$ cat src/rtl/mux_n_1_stream.sv
// N:1 stream mux with valid/ready handshake and a single registered output stage.
// MODE 0 selects the channel with sel; MODE 1 arbitrates round-robin.
module mux_n_1_stream #(
  parameter int unsigned DW     = 32,
  parameter int unsigned NUM_IN = 4,
  parameter int unsigned MODE   = 0,
  parameter int unsigned SW     = $clog2(NUM_IN)
) (
  input  logic                 clk,
  input  logic                 rst_n,
  input  logic                 flush,
  input  logic [NUM_IN*DW-1:0] in_data,
  input  logic [NUM_IN-1:0]    in_valid,
  output logic [NUM_IN-1:0]    in_ready,
  input  logic [SW-1:0]        sel,
  output logic [DW-1:0]        out_data,
  output logic                 out_valid,
  input  logic                 out_ready,
  output logic [SW-1:0]        out_idx
);

  logic          can_load;
  logic          xfer;
  logic [SW-1:0] rr_ptr;
  logic [SW-1:0] hi_grant;
  logic [SW-1:0] lo_grant;
  logic          hi_found;
  logic          lo_found;
  logic [SW-1:0] grant;
  logic          grant_ok;
  logic [DW-1:0] grant_data;

  assign can_load = !out_valid || out_ready;

  // Round-robin search: lowest valid channel at or above rr_ptr, else lowest valid overall (wrap)
  always_comb begin
    hi_found = 1'b0;
    hi_grant = '0;
    lo_found = 1'b0;
    lo_grant = '0;
    for (int i = int'(NUM_IN) - 1; i >= 0; i--) begin
      if (in_valid[i]) begin
        lo_found = 1'b1;
        lo_grant = SW'(i);
        if (SW'(i) >= rr_ptr) begin
          hi_found = 1'b1;
          hi_grant = SW'(i);
        end
      end
    end
  end

  always_comb begin
    grant    = '0;
    grant_ok = 1'b0;
    if (MODE == 0) begin
      grant    = sel;
      grant_ok = 1'b1;
    end else begin
      grant    = hi_found ? hi_grant : lo_grant;
      grant_ok = lo_found;
    end
  end

  // Out-of-range sel matches no channel, so nothing is ready
  always_comb begin
    in_ready   = '0;
    grant_data = '0;
    for (int i = 0; i < int'(NUM_IN); i++) begin
      if (grant == SW'(i)) begin
        in_ready[i] = grant_ok && can_load && !flush;
        grant_data  = in_data[i*DW +: DW];
      end
    end
  end

  assign xfer = |(in_ready & in_valid);

  always_ff @(posedge clk or negedge rst_n) begin
    if (!rst_n) begin
      out_valid <= 1'b0;
      out_data  <= '0;
      out_idx   <= '0;
    end else if (flush) begin
      out_valid <= 1'b0;
    end else if (xfer) begin
      out_valid <= 1'b1;
      out_data  <= grant_data;
      out_idx   <= grant;
    end else if (out_ready) begin
      out_valid <= 1'b0;
    end
  end

  // Pointer advances past the granted channel only on an accepted transfer
  always_ff @(posedge clk or negedge rst_n) begin
    if (!rst_n) begin
      rr_ptr <= '0;
    end else if ((MODE != 0) && xfer && !flush) begin
      rr_ptr <= (grant == SW'(NUM_IN - 1)) ? '0 : grant + SW'(1);
    end
  end

endmodule

$ cat config.mk
export PLATFORM = sky130hd
export DESIGN_NAME = mux_n_1_stream
export DESIGN_NICKNAME = d
export VERILOG_FILES = /design/src/rtl/mux_n_1_stream.sv
export SDC_FILE = /design/constraint.sdc
export NUM_CORES = 1
export LEC_CHECK = 0
export CELL_PAD_IN_SITES_DETAIL_PLACEMENT = 0
export CELL_PAD_IN_SITES_GLOBAL_PLACEMENT = 1
export CORE_ASPECT_RATIO = 1.25
export CORE_UTILIZATION = 25
export CTS_CLUSTER_DIAMETER = 150
export CTS_CLUSTER_SIZE = 28
export DETAILED_ROUTE_END_ITERATION = 10
export PLACE_DENSITY_LB_ADDON = 0.25
export RECOVER_POWER = 50
export SYNTH_ARGS = -nofsm -noshare
export SYNTH_HDL_FRONTEND = slang
export SYNTH_SLANG_ARGS = --single-unit
$ cat constraint.sdc
create_clock -name clk -period 1.58 [get_ports clk]
set_input_delay 0.158 -clock clk [delete_from_list [all_inputs] [get_ports clk]]
set_output_delay 0.158 -clock clk [all_outputs]
set_load 0.05 [all_outputs]
# == Word level (Yosys, flattened, before mapping) ==
# Cells that the tools add are included.
# W data, S select, Z words.
# totals
out_inout_bits,39
elab_cells,27
mem_bits_ro,0
ff_bits,35
latch_bits,0
memories,0
inputBits,138
mem_bits_rw,0
# op_classes
n_reduce_logical,8
n_lt_le_gt_ge,0
add_sub_neg,0
n_eq_ne,3
shifts,0
bitwise_logic,2
n_mux,11
div,0
multipliers,0
# ops
operator,count
$mux W32,4
$mux W1,7
$and A4 B4 Y4,1
$eq A2 B2 Y1 const B,2
$reduce_or A4 Y1,1
$reduce_bool A3 Y1,1
$eq A2 B1 Y1 const B,1
$logic_not A1 Y1,2
$logic_not A2 Y1,1
$reduce_and A2 Y1,1
$logic_and A1 B1 Y1,1
$logic_or A1 B1 Y1,1
$not A1 Y1,1

# == Logic depth before layout (Yosys ltp) ==
# Gate-level depths: netlist (run 1).
# logic_depth
depth_word,8
depth_mapped,4
ltp_nobuf,3

# == Least setup slack after synthesis (run 1) ==
# No wires, ideal clock.
# synth_timing
kind,register to output
start,register out_valid
end,output port in_ready[1]
n_path_buf,0
required_time_ns,1.422
arrival_time_ns,2.058
path_stages_with_launch,4
slack_ns,-0.636
cell_sequence,dfrtp_1 nand2b_1 nand2b_1 nor3b_1
# synth_between
elab_chain_len,4
# synth_lines
item,line,rtl
start: declaration,17,"output logic out_valid,"
start signal: assignment,81,out_valid <= 1'b0;
start signal: assignment,85,out_valid <= 1'b0;
start signal: assignment,87,out_valid <= 1'b1;
$logic_not A1 Y1,33,assign can_load = !out_valid || out_ready;
$logic_or A1 B1 Y1,33,
$logic_and A1 B1 Y1,71,in_ready[i] = grant_ok && can_load && !flush;
$mux W1,70,if (grant == SW'(i)) begin
end: declaration,14,"output logic [NUM_IN-1:0] in_ready,"
# No other way between the ends.

# == Worst setup path after layout (run 1) ==
# layout_timing
start,register out_valid
end,output port in_ready[2]
# Same word-level chain as after synthesis.

==> metrics.cfg, run 1 <==
[layout]
fill_cells=811
layout-drive-gt1-share=0.210
finalNetCount=451
final_util=0.488
instances_no_fill=434
syn2layout_area_growth_pct=88.1
n_antenna_cell=0
stdcell_area_mm2=0.00425

[critical_path]
critPathBufInv=1
reg2reg_depth=4
reg2reg_slack_ns=0.23
rr_endpoint=out_data[19]$_DFFE_PN0P_
r2r-start=out_valid$_DFFE_PN0P_
cp.arrival_ns=1.33
required_ns=1.42
crit_slowest_cell=dfrtp_2
crit_family=simple AND/OR/NAND/NOR gates
critical_path.startpoint=out_valid$_DFFE_PN0P_
crit_fanout=3
worstSetupPathType=reg -> out
critPathMaxStageDelay_ns=0.43
cp_cell_sequence=nand2b_4, nand2b_2, nor3b_4, buf_12
crit_path_end_kind=output port
cp-start-kind=flop

[global_routing]
antenna_found_initial=0
grt_max_degree=38
grt_usage=0.142
grt-ovfl-total=0
grt_pass1_vias=2203
grt_pass1_wl_um=10200

[power_and_ir_drop]
p_total_mw=3.93
p_leak_nw=1.70
power_density_mw_per_mm2=925
ir_drop_mv=0.395

[cts]
cts-root-buf=clkbuf_8
cts_tree=done
clock-sinks=35
cts.htree.levels=2
worstSkewPairLatency_ns=0.28
clk_path_buf_depth=2
cts.clk_slew.worst_paths_ns=0.06
numCtsBuffers=5

[synthesis]
netlist.area_leader.share=0.388
synth_top_family_by_area=multiplexers
synthXorXnorAreaFrac=0
synth_fp_nets=266
synth_area_leader_cell=dfrtp_1
synth_seq_cells=35
async_reset_ff_frac=1.00
syn-cell-area_mm2=0.00226
synth_cell_types=21
synth_edf_count=0
syn-instance-count=128
synth_commonest_cells=dfrtp_1 (35), mux2_1 (18), mux4_2 (18)
synthMuxAreaShare=0.528
synth_fa_ha_area_frac=0
seq_area_frac_synth=0.388
synth-compound-area-share=0.00721
synth_ff_type=dfrtp_1
synth_area_leaders=dfrtp_1 (39%), mux4_2 (18%), mux4_1 (17%), mux2_1 (9.0%), mux2_2 (7.5%)
yosysMostFrequentCell=dfrtp_1
yosys.area_share.simple=0.0360
ys_warn_count=0
avgSynthCellArea_um2=17.6

[sta]
relSlewSlack=0.568
period_minus_slack_ns=1.49
skew_ns=0.00521
max_freq_ghz=0.672
hold_viol=0
fin_crit_sh=0.942
rsz0062_at_grt=false
finalSetupViolations=0
worstMarginPinSlew_ns=0.650
slew_violations=0

[placement]
place.gp.congestion=0.725
portBuffers=176
hpwl_um=5250
placed_area_mm2=0.00416
place_inst=421

[floorplan]
die_w_um=87.0
core_area_mm2=0.00870
fp.dieH_um=108
io_pins=177
initial_core_util=0.259
fp.dieArea_mm2=0.00941
num_rows=38

[route]
wl_per_cell_um=15.7
drt_wl_total_um=6800
drc_errors=0
ant_nets=0
dr.first_iter.drc_count=52
dr.pass1.iters=3
viasPerCell=4.63
vias=2011

[flow_run]
drv_cap=0

[hold_path]
hold_depth=4
holdPathEnd=out_idx[1]$_DFFE_PN0P_
hold_path_class=in -> reg
min_from=in_valid[0]

[run_status]
status=finished clean

==> cell families (layout without fill, tap and decap cells) <==
family,Yosys count,in the layout
compound gates,2,2
mux,68,68
simple gates,11,11
flops,35,35
buf+inv,12,198
==> how the worst max path moves through the flow <==
stage	end	slack, ns	depth (start not counted)
after floorplan	in_ready[1]	0.03	3
after global placement	out_data[31]$_DFFE_PN0P_	-0.27	5
after detailed placement	out_data[3]$_DFFE_PN0P_	-0.31	5
after CTS	out_data[3]$_DFFE_PN0P_	-0.01	5
after global routing	in_ready[2]	0.04	4
final	in_ready[2]	0.09	4
==> tightest hold or removal path, delay by kind of cell <==
kind,cells,cell delay (ns)
AND/OR/NAND/NOR,1,0.15
AO/OA/AOI/OAI,1,0.10
multiplexers,1,0.08
buffers and inverters,1,0.10
==> metrics by stage <==
step	hold slack, ns	setup slack [ns]	TNS [ns]
after global placement	0.115	-0.273	-8.63
after global routing	0.383	0.0375	0
after CTS	0.376	-0.00958	-0.0761
after floorplan	-0.138	0.0277	0
final	0.360	0.0918	0
after detailed placement	0.126	-0.309	-9.72
==> where the power goes <==
part / internal, mW / switching [mW]
registers: 1.13 / 0.118
clock network: 0.398 / 0.300
logic: 0.753 / 1.23
total: 2.28 / 1.65
==> placed cells by master (no fill, tap or decap), types with 2 or more instances in the layout <==
master           instances
mux2_1                  18
mux2_2                  15
mux4_1                  15
mux2i_1                  2
clkbuf_1                36
nor2_1                   2
clkbuf_8                 7
clkdlybuf4s50_1        130
buf_4                    3
clkbuf_16                3
dfrtp_1                 34
buf_12                   8
nor3b_4                  2
mux4_2                  18
dlymetal6s2s_1           4
buf_2                    3
==> timing repair <==
action,CTS,global route
endpoints found under the setup margin,16,27
endpoints found under the hold margin,17,0
setup buffers,0,0
pin swaps,0,1
gates resized for setup,2,4
cloned,0,4
hold buffers,1,0
==> layout make-up <==
| class | instances | area [um^2] | share of cell area |
|---|---|---|---|
| repair buffers | 189 | 1780 | 0.420 |
| clock buffers | 8 | 100 | 0.0236 |
| inverters | 1 | 3.75 | 0.000884 |
| flip-flops and latches | 35 | 877 | 0.207 |
| well taps | 120 | 150 | 0.0354 |
| multi-input cells | 81 | 1330 | 0.314 |
==> flip-flops by register name, summed over array words and instances (netlist names) <==
register	flops
out_idx	2
out_data	32
out_valid	1
==> routing by layer <==
layer | wire length [um] | GRT usage
met3 | 849 | 0.0603
met1 | 2240 | 0.141
met2 | 3640 | 0.267
met5 | 0 | 0
met4 | 65 | 0.0357
Note: power is estimated with default switching activity, not from simulation.
==> run 2, diff against run 1 <==
- ABC_CLOCK_PERIOD_IN_PS: not set -> 1580
==> results of run 2 <==
Same layout as run 1: the final DEF is identical, and so are final timing and power.
